==> config.mk <==
export PLATFORM = sky130hd
export DESIGN_NAME = bus_unpacker_flat
export DESIGN_NICKNAME = d
export VERILOG_FILES = /design/src/rtl/bus_unpack_pkg.sv /design/src/rtl/bus_unpacker_if.sv /design/src/rtl/unpack_fifo.sv /design/src/rtl/bus_unpacker.sv /design/src/flat_wrapper.sv
export SDC_FILE = /design/constraint.sdc
export NUM_CORES = 1
export LEC_CHECK = 0
export ABC_AREA = 1
export CAP_MARGIN = 20
export CORE_MARGIN = 10
export CORE_UTILIZATION = 53
export DETAILED_ROUTE_END_ITERATION = 10
export HOLD_SLACK_MARGIN = 0.1
export MAX_ROUTING_LAYER = met4
export PLACE_DENSITY = 0.86
export SYNTH_ARGS = -nofsm -noshare
export SYNTH_HDL_FRONTEND = slang
export SYNTH_SLANG_ARGS = --single-unit
==> constraint.sdc <==
create_clock -name clk -period 1.8 [get_ports clk]
set_input_delay 0.45 -clock clk [delete_from_list [all_inputs] [get_ports clk]]
set_output_delay 0.45 -clock clk [all_outputs]
set_load 0.02 [all_outputs]
==> src/rtl/bus_unpack_pkg.sv <==
// Shared definitions for the bus packing / unpacking path: output FSM
// states, counter width and the field-order helpers for sig_bus = {sig_a, sig_b}.
package bus_unpack_pkg;

    localparam int unsigned COUNT_W     = 16;
    // Widest field the helpers can slice; callers zero-extend into this.
    localparam int unsigned MAX_FIELD_W = 64;

    typedef enum logic [1:0] {
        IDLE,
        EMIT_A,
        EMIT_B
    } unpack_state_e;

    function automatic logic [MAX_FIELD_W-1:0] low_mask(input int unsigned w);
        logic [MAX_FIELD_W-1:0] m;
        m = '0;
        for (int unsigned i = 0; i < MAX_FIELD_W; i++) begin
            if (i < w) m[i] = 1'b1;
        end
        return m;
    endfunction

    // sig_a: upper field of a zero-extended packed word of field width w.
    function automatic logic [MAX_FIELD_W-1:0] field_a(input logic [2*MAX_FIELD_W-1:0] word,
                                                        input int unsigned w);
        return MAX_FIELD_W'(word >> w) & low_mask(w);
    endfunction

    // sig_b: lower field of a packed word of field width w.
    function automatic logic [MAX_FIELD_W-1:0] field_b(input logic [2*MAX_FIELD_W-1:0] word,
                                                        input int unsigned w);
        return MAX_FIELD_W'(word) & low_mask(w);
    endfunction

endpackage

==> src/rtl/bus_unpacker_if.sv <==
// Packed-word input handshake and field-beat output stream of bus_unpacker.
interface bus_unpacker_if #(
    parameter int unsigned WIDTH = 8
);
    import bus_unpack_pkg::*;

    logic                 bus_valid;
    logic                 bus_ready;
    logic [2*WIDTH-1:0]   sig_bus;
    logic                 out_valid;
    logic                 out_ready;
    logic [WIDTH-1:0]     out_data;
    logic                 out_is_b;
    logic [COUNT_W-1:0]   word_count;

    modport slave (
        input  bus_valid, sig_bus, out_ready,
        output bus_ready, out_valid, out_data, out_is_b, word_count
    );

    modport master (
        output bus_valid, sig_bus, out_ready,
        input  bus_ready, out_valid, out_data, out_is_b, word_count
    );

endinterface

==> src/rtl/unpack_fifo.sv <==
// Synchronous word FIFO with registered storage; head is the oldest entry.
// Caller guarantees no push when full and no pop when empty.
module unpack_fifo #(
    parameter int unsigned DATA_W = 16,
    parameter int unsigned DEPTH  = 2
) (
    input  logic              clk,
    input  logic              rst_n,
    input  logic              push,
    input  logic              pop,
    input  logic [DATA_W-1:0] wdata,
    output logic [DATA_W-1:0] head,
    output logic              full,
    output logic              empty,
    output logic              one_left
);
    localparam int unsigned PTR_W = (DEPTH > 1) ? $clog2(DEPTH) : 1;
    localparam int unsigned CNT_W = $clog2(DEPTH + 1);

    logic [DATA_W-1:0] mem [DEPTH];
    logic [PTR_W-1:0]  wr_ptr;
    logic [PTR_W-1:0]  rd_ptr;
    logic [CNT_W-1:0]  count;

    function automatic logic [PTR_W-1:0] ptr_inc(input logic [PTR_W-1:0] p);
        return (p == PTR_W'(DEPTH - 1)) ? '0 : p + 1'b1;
    endfunction

    // Storage write on push.
    always_ff @(posedge clk or negedge rst_n) begin
        if (!rst_n) begin
            for (int unsigned i = 0; i < DEPTH; i++) mem[i] <= '0;
        end else if (push) begin
            mem[wr_ptr] <= wdata;
        end
    end

    // Pointers and occupancy; simultaneous push and pop leaves occupancy unchanged.
    always_ff @(posedge clk or negedge rst_n) begin
        if (!rst_n) begin
            wr_ptr <= '0;
            rd_ptr <= '0;
            count  <= '0;
        end else begin
            if (push) wr_ptr <= ptr_inc(wr_ptr);
            if (pop)  rd_ptr <= ptr_inc(rd_ptr);
            case ({push, pop})
                2'b10:   count <= count + 1'b1;
                2'b01:   count <= count - 1'b1;
                default: count <= count;
            endcase
        end
    end

    assign head     = mem[rd_ptr];
    assign full     = (count == CNT_W'(DEPTH));
    assign empty    = (count == '0);
    assign one_left = (count == CNT_W'(1));

endmodule

==> src/rtl/bus_unpacker.sv <==
// Buffers packed {sig_a, sig_b} words and replays each as two field beats,
// sig_a first, on a single WIDTH-wide stream; counts fully emitted words.
module bus_unpacker
    import bus_unpack_pkg::*;
#(
    parameter int unsigned WIDTH = 8,
    parameter int unsigned DEPTH = 2
) (
    input  logic           clk,
    input  logic           rst_n,
    bus_unpacker_if.slave  bif
);
    unpack_state_e       state;
    unpack_state_e       state_n;
    logic [2*WIDTH-1:0]  head;
    logic                full;
    logic                empty;
    logic                one_left;
    logic                push;
    logic                pop;
    logic                ready_en;
    logic [COUNT_W-1:0]  word_cnt;

    assign push          = bif.bus_valid && bif.bus_ready;
    assign pop           = (state == EMIT_B) && bif.out_ready;
    assign bif.bus_ready = ready_en && !full;
    assign bif.word_count = word_cnt;

    unpack_fifo #(
        .DATA_W (2*WIDTH),
        .DEPTH  (DEPTH)
    ) u_fifo (
        .clk      (clk),
        .rst_n    (rst_n),
        .push     (push),
        .pop      (pop),
        .wdata    (bif.sig_bus),
        .head     (head),
        .full     (full),
        .empty    (empty),
        .one_left (one_left)
    );

    // Holds bus_ready low through reset and for the first cycle after release.
    always_ff @(posedge clk or negedge rst_n) begin
        if (!rst_n) ready_en <= 1'b0;
        else        ready_en <= 1'b1;
    end

    // Output FSM state register.
    always_ff @(posedge clk or negedge rst_n) begin
        if (!rst_n) state <= IDLE;
        else        state <= state_n;
    end

    // Next state; a push coinciding with the last pop keeps the FSM in EMIT_A.
    always_comb begin
        state_n = state;
        case (state)
            IDLE:    if (!empty) state_n = EMIT_A;
            EMIT_A:  if (bif.out_ready) state_n = EMIT_B;
            EMIT_B:  if (bif.out_ready) state_n = (!one_left || push) ? EMIT_A : IDLE;
            default: state_n = IDLE;
        endcase
    end

    // Beat outputs decoded from state and the FIFO head.
    always_comb begin
        bif.out_valid = 1'b0;
        bif.out_is_b  = 1'b0;
        bif.out_data  = '0;
        case (state)
            EMIT_A: begin
                bif.out_valid = 1'b1;
                bif.out_data  = WIDTH'(field_a((2*MAX_FIELD_W)'(head), WIDTH));
            end
            EMIT_B: begin
                bif.out_valid = 1'b1;
                bif.out_is_b  = 1'b1;
                bif.out_data  = WIDTH'(field_b((2*MAX_FIELD_W)'(head), WIDTH));
            end
            default: ;
        endcase
    end

    // Completed-word counter, wrapping at 16 bits.
    always_ff @(posedge clk or negedge rst_n) begin
        if (!rst_n)   word_cnt <= '0;
        else if (pop) word_cnt <= word_cnt + 1'b1;
    end

endmodule

==> src/flat_wrapper.sv <==
// flat-port wrapper written by rule: the top's interface ports become plain ports
module bus_unpacker_flat import bus_unpack_pkg::*;
#(
    parameter int unsigned WIDTH = 8,
    parameter int unsigned DEPTH = 2
)
  (clk, rst_n, bif_bus_valid, bif_sig_bus, bif_out_ready, bif_bus_ready, bif_out_valid, bif_out_data, bif_out_is_b, bif_word_count);
  bus_unpacker_if #(.WIDTH(WIDTH)) bif_i ();
  input  logic clk;
  input  logic rst_n;
  input wire logic [$bits(bif_i.bus_valid)-1:0] bif_bus_valid;
  input wire logic [$bits(bif_i.sig_bus)-1:0] bif_sig_bus;
  input wire logic [$bits(bif_i.out_ready)-1:0] bif_out_ready;
  output wire logic [$bits(bif_i.bus_ready)-1:0] bif_bus_ready;
  output wire logic [$bits(bif_i.out_valid)-1:0] bif_out_valid;
  output wire logic [$bits(bif_i.out_data)-1:0] bif_out_data;
  output wire logic [$bits(bif_i.out_is_b)-1:0] bif_out_is_b;
  output wire logic [$bits(bif_i.word_count)-1:0] bif_word_count;
  assign bif_i.bus_valid = bif_bus_valid;
  assign bif_i.sig_bus = bif_sig_bus;
  assign bif_i.out_ready = bif_out_ready;
  assign bif_bus_ready = bif_i.bus_ready;
  assign bif_out_valid = bif_i.out_valid;
  assign bif_out_data = bif_i.out_data;
  assign bif_out_is_b = bif_i.out_is_b;
  assign bif_word_count = bif_i.word_count;
  bus_unpacker #(.WIDTH(WIDTH), .DEPTH(DEPTH)) u_core (.clk(clk), .rst_n(rst_n), .bif(bif_i));
endmodule
==> flow_summary_export.csv <==
group,metric,value,unit
outcome,run_status,"finished with violations",
outcome,violations,"setup timing",
final_layout,fin_util,75.0,%
timing,rsz0062_at_grt,"yes",
job,cap_violations,0,
cts,cts.sinks,55,
timing,max_freq,0.462,GHz
final_layout,n_fill_cell,357,
floorplanning,rows,26,
cts,clkLatencyLatePin,300,ps
placed_design,gp_congestion,0.896,
detailed_routing,avgRoutedWirePerCell,14.5,um
grt,grtUsageMet3,3.63,%
placed_design,placed_cell_area,3520,sq um
yosys,syn_nets,361,
setup_path,crit_required,1350,ps
timing,hold_violations,0,
cts,numCtsBuffers,5,
power_and_ir_drop,leakage,1.93,nW
final_layout,area_growth,37.5,%
setup_path,critPathLaunchType,"flip-flop",
yosys,synth-seq-cells,55,
yosys,synthTopCellsByArea,"dfrtp_1, nand2_1, o21ai_0, nor2_1, inv_1",
final_layout,layout.nets,435,
yosys,synth.top_cell.area_share,49.4,%
floorplanning,die_x,92.5,um
timing,fin_hold_ws,127,ps
timing,min_period_over_period,120,%
detailed_routing,drtPass1Iterations,4,
grt,grt_pass1_wl,11500,um
yosys,ys.flop_type,"dfrtp_1",
cts,clockBufferDepth,2,
yosys,syn_area,2790,sq um
cts,clk_pin_slew_worst_paths,100,ps
floorplanning,die_h,92.5,um
floorplanning,core-area,5110,sq um
grt,grt_overflow,0,
yosys,yosysTopAreaCell,"dfrtp_1",
cts,htree_levels,2,
setup_path,cp.arrival,1720,ps
floorplanning,start_util,54.6,%
cts,clock-root-buffer,"clkbuf_8",
grt,top_usage_layer,"met2",
final_layout,final_cell_area,3830,sq um
power_and_ir_drop,total_power,6.05,mW
detailed_routing,dr_total_vias,2426,
grt,grt_pass1_vias,2481,
yosys,synth_common_cells,"nand2_1, dfrtp_1, nor2_1",
yosys,yosys.cell_count.top_type,"nand2_1",
placed_design,place_hpwl,4790,um
timing,finalSetupViolCount,10,
final_layout,antenna_cells,0,
yosys,synthArstFlopShare,100,%
final_layout,final_layout_size_suffix_gt1_share,23.6,%
placed_design,io_buffers,46,
setup_path,cp-end-kind,"primary output",
detailed_routing,routed_wl,6910,um
setup_path,path_max_fanout,5,
floorplanning,io_pins,47,
yosys,ys_seq_area_share,49.4,%
yosys,avgSynthCellArea,8.42,sq um
power_and_ir_drop,p_per_area,1580,nW/um^2
timing,period_needed,2170,ps
final_layout,seqCellArea,1380,sq um
cts,hold_buffers,0,
hold_path,min_path_type,"input port to async pin",
yosys,synthDistinctLibCells,23,
grt,antenna_found_initial,0,
final_layout,multi_input_area,1290,sq um
detailed_routing,drt_iter0_drc,196,
cts,cts_tree,"built",
power_and_ir_drop,max-vdd-ir-drop,0.965,mV
timing,worst_slack,-366,ps
yosys,synthCells,331,
floorplanning,die_area,8560,sq um
placed_design,preCtsSetupSlack,-633,ps
grt,grt_max_degree,56,
detailed_routing,final_antenna_net_count,0,
yosys,synth-edff-count,0,
timing,slew_violations,0,
detailed_routing,viasPerCell,5.10,
setup_path,crit_type,"flip-flop to primary output",
timing,worst_clock_skew,6.34,ps
grt,met1_usage,20.0,%
grt,track_usage,16.6,%
yosys,ys_warn_count,0,
detailed_routing,route.detailed.drc,0,
grt,gr-usage-met2,26.5,%
[worst max-delay path, stage by stage (launching register included)]
cell	delay, ps
dfrtp_1	440
inv_2	100
ha_4	300
clkinvlp_4	150
buf_12	170
a21oi_2	110
buf_4	150
[report_power, final]
part | internal (mW) | leakage, nW | switching [mW]
Sequential | 1.69 | 0.672 | 0.338
Combinational | 1.44 | 1.20 | 1.63
Clock | 0.555 | 0.0644 | 0.405
Total | 3.68 | 1.93 | 2.37
[through the flow]
| stage | setup TNS, ps | instances |
|---|---|---|
| after floorplan | 0 | 331 |
| after global placement | -4320 | 461 |
| after detailed placement | -4600 | 461 |
| after CTS | -2410 | 473 |
| after global routing | -3790 | 476 |
| final | -2820 | 476 |
[cells in the final DEF (no fill, tap or decap), drive strengths merged]
cell type and instances:
a21oi 10, buf 43, bufinv 2, clkbuf 5, clkdlybuf4s50 19, clkinv 1, clkinvlp 2, conb 1
dfrtp 55, dlygate4sd2 11, dlymetal6s2s 4, ha 10, inv 44, nand2 72, nand3 7, nand3b 1
nand4 4, nor2 47, nor3 3, o21ai 51, or2 1, xnor2 5, xor2 8
[routing by layer]
layer  vias up  routed length, um  part of all wire (%)
met5         -                  0                     0
met4         0                155                   2.2
met3        18                366                   5.3
met2        72               3550                    51
met1      1156               2840                    41
li1       1180                  -                     -
[cell type report]
| type | count | share of cell area, % |
|---|---|---|
| Clock inverter | 3 | 1.76 |
| Timing Repair Buffer | 77 | 19.7 |
| Clock buffer | 5 | 1.80 |
| Sequential cell | 55 | 35.9 |
| Multi-Input combinational cell | 220 | 33.6 |
| Tap cell | 70 | 2.29 |
| Inverter | 46 | 4.93 |
[logic make-up after synthesis]
| logic type | Yosys count | share of synthesized area, % |
|---|---|---|
| XOR/XNOR | 13 | 4.09 |
| other | 1 | 0.135 |
| AND/OR/NAND/NOR | 135 | 20.0 |
| adder cells (fa/ha/maj) | 10 | 4.49 |
| flip-flops | 55 | 49.4 |
| buffers and inverters | 56 | 8.76 |
| AO/OA/AOI/OAI | 61 | 13.1 |
[worst paths after layout]
check | startpoint | to | slack [ps] | cells past startpoint
worst min-delay path | rst_n | u_core.bif.word_count[7]$_DFFE_PN0P_ | 130 | 2
max in group asynchronous | rst_n | u_core.u_fifo.mem[9]$_DFFE_PN0P_ | 1430 | 2
min in group clk | u_core.u_fifo.mem[4]$_DFFE_PN0P_ | u_core.u_fifo.mem[4]$_DFFE_PN0P_ | 490 | 2
worst max register to register | u_core.state[0]$_DFFE_PN0P_ | u_core.bif.word_count[13]$_DFFE_PN0P_ | 50 | 8
worst min register to register | u_core.u_fifo.mem[4]$_DFFE_PN0P_ | u_core.u_fifo.mem[4]$_DFFE_PN0P_ | 490 | 2
worst max-delay path | u_core.state[0]$_DFFE_PN0P_ | bif_out_data[4] | -370 | 6
[flip-flops by register name (all words and copies together), names as in the netlist]
register,count
u_core.u_fifo.wr_ptr,1
u_core.u_fifo.rd_ptr,1
u_core.state,2
u_core.bif.word_count,16
u_core.u_fifo.count,2
u_core.ready_en,1
u_core.u_fifo.mem,32
[what timing repair did]
item / CTS / global route
gates resized for setup: 80 / 30
pin swaps: 1 / 2
endpoints found under the setup margin: 22 / 14
setup buffers: 4 / 3
No activity file was read; power rests on OpenSTA's default activity.
